`src/rtl/regfile_wb_if.sv`:
```
// Writeback request bundle: one valid/ready/addr/data lane per requester.
// The arbiter takes the slave side; the writeback units drive the master side.
interface regfile_wb_if #(
    parameter int NREQ = 3,
    parameter int DW   = 32,
    parameter int AW   = 5
);
    logic [NREQ-1:0]    req_valid;
    logic [NREQ-1:0]    req_ready;
    logic [NREQ*AW-1:0] req_addr;
    logic [NREQ*DW-1:0] req_data;

    modport master (
        output req_valid,
        output req_addr,
        output req_data,
        input  req_ready
    );

    modport slave (
        input  req_valid,
        input  req_addr,
        input  req_data,
        output req_ready
    );
endinterface

```
`src/rtl/regfile_wb_arbiter.sv`:
```
// Round-robin arbitration of the register file write port among writeback units,
// plus a per-register busy scoreboard used by issue/decode for hazard detection.
module regfile_wb_arbiter #(
    parameter int NREQ = 3,
    parameter int DW   = 32,
    parameter int AW   = 5
) (
    input  logic             clk,
    input  logic             rst,
    regfile_wb_if.slave      wb,
    input  logic             rsv_valid,
    input  logic [AW-1:0]    rsv_addr,
    output logic             rsv_ok,
    input  logic [AW-1:0]    chk_addr1,
    input  logic [AW-1:0]    chk_addr2,
    output logic             chk_busy1,
    output logic             chk_busy2,
    output logic             RegWrite,
    output logic [AW-1:0]    rd,
    output logic [DW-1:0]    write_data,
    output logic [2**AW-1:0] busy
);
    localparam int NR = 2**AW;
    localparam int PW = (NREQ > 1) ? $clog2(NREQ) : 1;

    logic [PW-1:0] ptr_q, ptr_d;
    logic [NR-1:0] busy_q, busy_d;
    logic          regwrite_q, regwrite_d;
    logic [AW-1:0] rd_q, rd_d;
    logic [DW-1:0] wdata_q, wdata_d;

    logic          gnt_any;
    logic [PW-1:0] gnt_idx;
    logic [AW-1:0] gnt_addr;
    logic [DW-1:0] gnt_data;
    logic          rsv_hit;
    logic          rsv_take;

    function automatic logic [PW-1:0] rr_idx(input logic [PW-1:0] p,
                                             input int k);
        int s;
        s = int'(p) + k;
        if (s >= NREQ) s = s - NREQ;
        return PW'(s);
    endfunction

    // First valid requester at or after the pointer, wrapping around.
    always_comb begin
        gnt_any = 1'b0;
        gnt_idx = '0;
        for (int k = 0; k < NREQ; k++) begin
            if (!gnt_any && wb.req_valid[rr_idx(ptr_q, k)]) begin
                gnt_any = 1'b1;
                gnt_idx = rr_idx(ptr_q, k);
            end
        end
    end

    assign gnt_addr = wb.req_addr[int'(gnt_idx)*AW +: AW];
    assign gnt_data = wb.req_data[int'(gnt_idx)*DW +: DW];

    always_comb begin
        wb.req_ready = '0;
        if (gnt_any && !rst) wb.req_ready[gnt_idx] = 1'b1;
    end

    // A reservation may piggyback on a same-cycle writeback of that register.
    assign rsv_hit  = gnt_any && (gnt_addr == rsv_addr);
    assign rsv_ok   = (rsv_addr == '0) || !busy_q[rsv_addr] || rsv_hit;
    assign rsv_take = rsv_valid && rsv_ok && (rsv_addr != '0);

    always_comb begin
        ptr_d = ptr_q;
        if (gnt_any) begin
            ptr_d = (int'(gnt_idx) == NREQ-1) ? '0 : gnt_idx + PW'(1);
        end
    end

    // Clear first so that a simultaneous reservation wins.
    always_comb begin
        busy_d = busy_q;
        if (gnt_any) busy_d[gnt_addr] = 1'b0;
        if (rsv_take) busy_d[rsv_addr] = 1'b1;
        busy_d[0] = 1'b0;
    end

    always_comb begin
        regwrite_d = gnt_any && (gnt_addr != '0);
        rd_d       = rd_q;
        wdata_d    = wdata_q;
        if (gnt_any) begin
            rd_d    = gnt_addr;
            wdata_d = gnt_data;
        end
    end

    always_ff @(posedge clk or posedge rst) begin
        if (rst) begin
            ptr_q      <= '0;
            busy_q     <= '0;
            regwrite_q <= 1'b0;
            rd_q       <= '0;
            wdata_q    <= '0;
        end else begin
            ptr_q      <= ptr_d;
            busy_q     <= busy_d;
            regwrite_q <= regwrite_d;
            rd_q       <= rd_d;
            wdata_q    <= wdata_d;
        end
    end

    assign chk_busy1  = busy_q[chk_addr1];
    assign chk_busy2  = busy_q[chk_addr2];
    assign RegWrite   = regwrite_q;
    assign rd         = rd_q;
    assign write_data = wdata_q;
    assign busy       = busy_q;
endmodule

```
`src/flat_wrapper.sv`:
```
// flat-port wrapper written by rule: the top's interface ports become plain ports
module regfile_wb_arbiter_flat 
#(
    parameter int NREQ = 3,
    parameter int DW   = 32,
    parameter int AW   = 5
)
  (clk, rst, rsv_valid, rsv_addr, rsv_ok, chk_addr1, chk_addr2, chk_busy1, chk_busy2, RegWrite, rd, write_data, busy, wb_req_valid, wb_req_addr, wb_req_data, wb_req_ready);
  regfile_wb_if #(.NREQ(NREQ), .DW(DW), .AW(AW)) wb_i ();
  input  logic clk;
  input  logic rst;
  input  logic rsv_valid;
  input  logic [AW-1:0] rsv_addr;
  output logic rsv_ok;
  input  logic [AW-1:0] chk_addr1;
  input  logic [AW-1:0] chk_addr2;
  output logic chk_busy1;
  output logic chk_busy2;
  output logic RegWrite;
  output logic [AW-1:0] rd;
  output logic [DW-1:0] write_data;
  output logic [2**AW-1:0] busy;
  input wire logic [$bits(wb_i.req_valid)-1:0] wb_req_valid;
  input wire logic [$bits(wb_i.req_addr)-1:0] wb_req_addr;
  input wire logic [$bits(wb_i.req_data)-1:0] wb_req_data;
  output wire logic [$bits(wb_i.req_ready)-1:0] wb_req_ready;
  assign wb_i.req_valid = wb_req_valid;
  assign wb_i.req_addr = wb_req_addr;
  assign wb_i.req_data = wb_req_data;
  assign wb_req_ready = wb_i.req_ready;
  regfile_wb_arbiter #(.NREQ(NREQ), .DW(DW), .AW(AW)) u_core (.clk(clk), .rst(rst), .wb(wb_i), .rsv_valid(rsv_valid), .rsv_addr(rsv_addr), .rsv_ok(rsv_ok), .chk_addr1(chk_addr1), .chk_addr2(chk_addr2), .chk_busy1(chk_busy1), .chk_busy2(chk_busy2), .RegWrite(RegWrite), .rd(rd), .write_data(write_data), .busy(busy));
endmodule
```
`config.mk`:
```
export PLATFORM = sky130hd
export DESIGN_NAME = regfile_wb_arbiter_flat
export DESIGN_NICKNAME = d
export VERILOG_FILES = /design/src/rtl/regfile_wb_if.sv /design/src/rtl/regfile_wb_arbiter.sv /design/src/flat_wrapper.sv
export SDC_FILE = /design/constraint.sdc
export NUM_CORES = 1
export LEC_CHECK = 0
export CAP_MARGIN = 20
export CORE_MARGIN = 2
export CORE_UTILIZATION = 46
export DETAILED_ROUTE_END_ITERATION = 8
export DONT_BUFFER_PORTS = 1
export PLACE_DENSITY_LB_ADDON = 0.05
export SLEW_MARGIN = 10
export SYNTH_ARGS = -nofsm -noshare
export SYNTH_HDL_FRONTEND = slang
export SYNTH_SLANG_ARGS = --single-unit
```
`constraint.sdc`:
```
create_clock -name clk -period 3.05 [get_ports clk]
set_clock_uncertainty 0.05 [all_clocks]
set_input_delay 0.4575 -clock clk [delete_from_list [all_inputs] [get_ports clk]]
set_output_delay 0.4575 -clock clk [all_outputs]
set_load 0.02 [all_outputs]
```
==> results.cfg <==
[outcome]
outcome = complete, but fails checks
failed_checks = setup timing

[cts]
cts_tree = done
htreeDepth = 3
clock_latency_ns = 0.37
cts_buffers = 9
clock-sinks = 71
cts_hold_buffers = 0
ctsLongestPathBuffers = 2
clockRootBuffer = clkbuf_8
clk_pin_slew_ns = 0.08

[setup_path]
startpoint_type = register
rrSetupSlack_ns = -0.12
cp_cell_sequence = buf_6, ha_4, nor2b_4, o211a_4, o31ai_4, mux2_4, a221o_1, a22oi_2, a41o_4
crit_required_ns = 2.54
endpoint_kind = output pin
slowest_stage = dfrtp_1
r2r_end = u_core.busy[19]
critPathKind = register to output pin
timing.rr.start = u_core.ptr_q[1]
crit_path_max_fanout = 4
path_buf_inv = 1
critPathTopFamily = compound AO/OA/AOI/OAI gates
slowest_delay_ns = 0.40
ff2ff_path_depth = 12
cp.arrival_ns = 2.87

[yosys]
synthMuxAreaShare_pct = 15.24
yosysWarnings = 0
synth_ff_type = dfrtp_1
yosys.area_share.simple_pct = 14.47
post_synth_num_cell_types = 60
synth_edf_count = 0
syn-num-nets = 678
ys_ff_latch = 71
synth_xor_area_share_pct = 0.7110
synth-adder-area-share_pct = 1.016
synth-compound-area-share_pct = 27.48
async_reset_ff_share_pct = 100.0
postSynthAreaPerCell_sq_um = 9.091
synth_top_family_by_area = compound AO/OA/AOI/OAI gates
ys_seq_area_share_pct = 36.06
synth.cell_area_sq_um = 4927
synthCells = 542

[layout]
fin_util_pct = 63.88
fillers = 851
layout_common_cells = nand2_1 (95), dfrtp_1 (71), buf_4 (62)
final_nets = 736
antenna_cells = 0
layout-drive-gt1-share_pct = 38.41
area_delta_synth_final_pct = 34.43
final_common_cell = nand2_1
fin_cells = 740

[run]
maxCapViolations = 0

[power_and_ir_drop]
power.share.combinational_pct = 67.3
switching_power_w = 0.004922
pwr-share-seq_pct = 23.9
p_leak_nw = 2.589
peakVddDrop_mv = 0.7971
cellPowerDensity_nw_per_um2 = 1511
switching_share_pct = 49.16
clkPwrFrac_pct = 8.9
internal_power_w = 0.005089

[floorplan]
die_area_sq_um = 11560
initial_core_util_pct = 47.51
fp.dieH_microns = 107.5
fp.dieW_microns = 107.5
ios = 208
num_rows = 37
core_area_sq_um = 10370

[routing]
routed_wl_microns = 17280
drt_pass1_iterations = 4
vias = 4745
via_per_inst = 6.412
wire_per_inst_microns = 23.35
dr.first_iter.drc_count = 381
postRouteAntennaNets = 0
drcViolationCount = 0

[global_route]
antenna_found_initial = 0
track_usage_pct = 29.53
grt_first_pass_wirelength_microns = 25890
grt_overflow = 0
grt_max_degree = 69
grt_pass1_vias = 4669

[sta]
tns_ns = -2.793
worst_pin_slew_ns = 1.087
finalWorstSetupSlack_ns = -0.3307
drv_slew = 0
relSlewSlack_pct = 27.36
report.final.hold_viol_count = 0
rsz0062_at_grt = true
max_freq_mhz = 295.8
period_share_pct = 110.8
setup_viol = 35
fin_crit_ns = 3.381

[placement]
portBuffers = 0
place_inst = 707
dpl.hpwl_microns = 12350
place.gp.congestion = 0.8689

[hold_path]
hp-class = input port to async pin
## metrics by stage
| step | worst slack, ns | power (W) | cell area (sq um) | hold WS [ns] |
|---|---|---|---|---|
| floorplan | -0.1431 | 0.005744 | 4981 | 0.5258 |
| global placement | -0.2082 | 0.007577 | 5538 | 0.4554 |
| detailed placement | -0.2540 | 0.007696 | 5538 | 0.4731 |
| CTS | -0.3101 | 0.009159 | 6167 | 0.06856 |
| global route | -0.4092 | 0.01064 | 6624 | 0.1201 |
| finish | -0.3307 | 0.01001 | 6624 | 0.04630 |
## how the worst max path moves through the flow
stage / slack (ns) / startpoint / cells after the start / end
floorplan: -0.14 / u_core.ptr_q[0] / 10 / rsv_ok
global placement: -0.21 / u_core.ptr_q[1] / 8 / rsv_ok
detailed placement: -0.25 / u_core.ptr_q[1] / 8 / rsv_ok
CTS: -0.31 / u_core.ptr_q[1] / 9 / rsv_ok
global route: -0.41 / u_core.ptr_q[0] / 12 / rsv_ok
finish: -0.33 / u_core.ptr_q[1] / 9 / rsv_ok
## cells in the mapped netlist (8+ instances only)
cell type  number  area [sq um]
a21oi_1        56         280.3
a221o_1        13         130.1
clkbuf_1       31         116.4
dfrtp_1        71          1777
inv_1          13         48.80
mux2i_1         8         80.08
mux4_2         25         563.0
nand2_1        96         360.4
nand3_1        30         150.1
nor2_1         11         41.29
o21ai_0        76         380.4
o31ai_1        16         120.1
## per-layer routing
| layer | track usage [%] | routed length [microns] | vias to the layer above |
|---|---|---|---|
| met5 | 0 | 0 | - |
| met4 | 9.341 | 321 | 0 |
| met3 | 6.659 | 1598 | 29 |
| met2 | 50.00 | 8773 | 242 |
| met1 | 37.54 | 6588 | 2322 |
| li1 | - | - | 2152 |
## power groups by stage
stage | logic (W) | clock network (W) | registers [W]
floorplan | 0.00348 | 0 | 0.00227
global placement | 0.00521 | 0 | 0.00237
global route | 0.00727 | 0.000940 | 0.00243
CTS | 0.00589 | 0.000894 | 0.00237
finish | 0.00674 | 0.000887 | 0.00239
detailed placement | 0.00532 | 0 | 0.00238
## area by class of cell
class	count	area [sq um]	share of cell area [%]
clock inverter	4	77.57	1.171
timing repair buffer	88	828.3	12.50
sequential	71	1777	26.82
tap	136	170.2	2.569
inverter	14	55.05	0.8311
clock buffer	11	151.4	2.286
multi-input combinational	416	3565	53.82
## what timing repair did
item,CTS,global route
pin swaps,21,24
endpoints found under the setup margin,36,36
gates cloned,1,0
gates resized for setup,63,115
setup buffers,8,13
## flip-flops by register name, indices dropped and copies added (netlist names)
register,count
u_core.RegWrite,1
u_core.busy,31
u_core.rd,5
u_core.ptr_q,2
u_core.write_data,32
## worst register-to-register path: stages (launching register included)
cell,delay (ns)
dfrtp_1,0.40
buf_6,0.13
ha_4,0.16
nor2b_4,0.12
o211a_4,0.26
o31ai_4,0.27
mux2_4,0.34
a221o_1,0.33
a22oi_2,0.21
buf_4,0.17
a41oi_4,0.18
clkbuf_16,0.24
o31ai_4,0.21
## cells by family (layout without fill, tap and decap cells)
kind of cell               after synthesis  in the layout
adders and majority gates                4              4
DFF                                     71             71
AOI/OAI and AO/OA                      204            204
buffers and inverters                   55            117
and+or+nand+nor                        161            161
other                                    1              1
muxes                                   42             42
xor gates and xnor gates                 4              4
(Power assumes the default switching activity.)
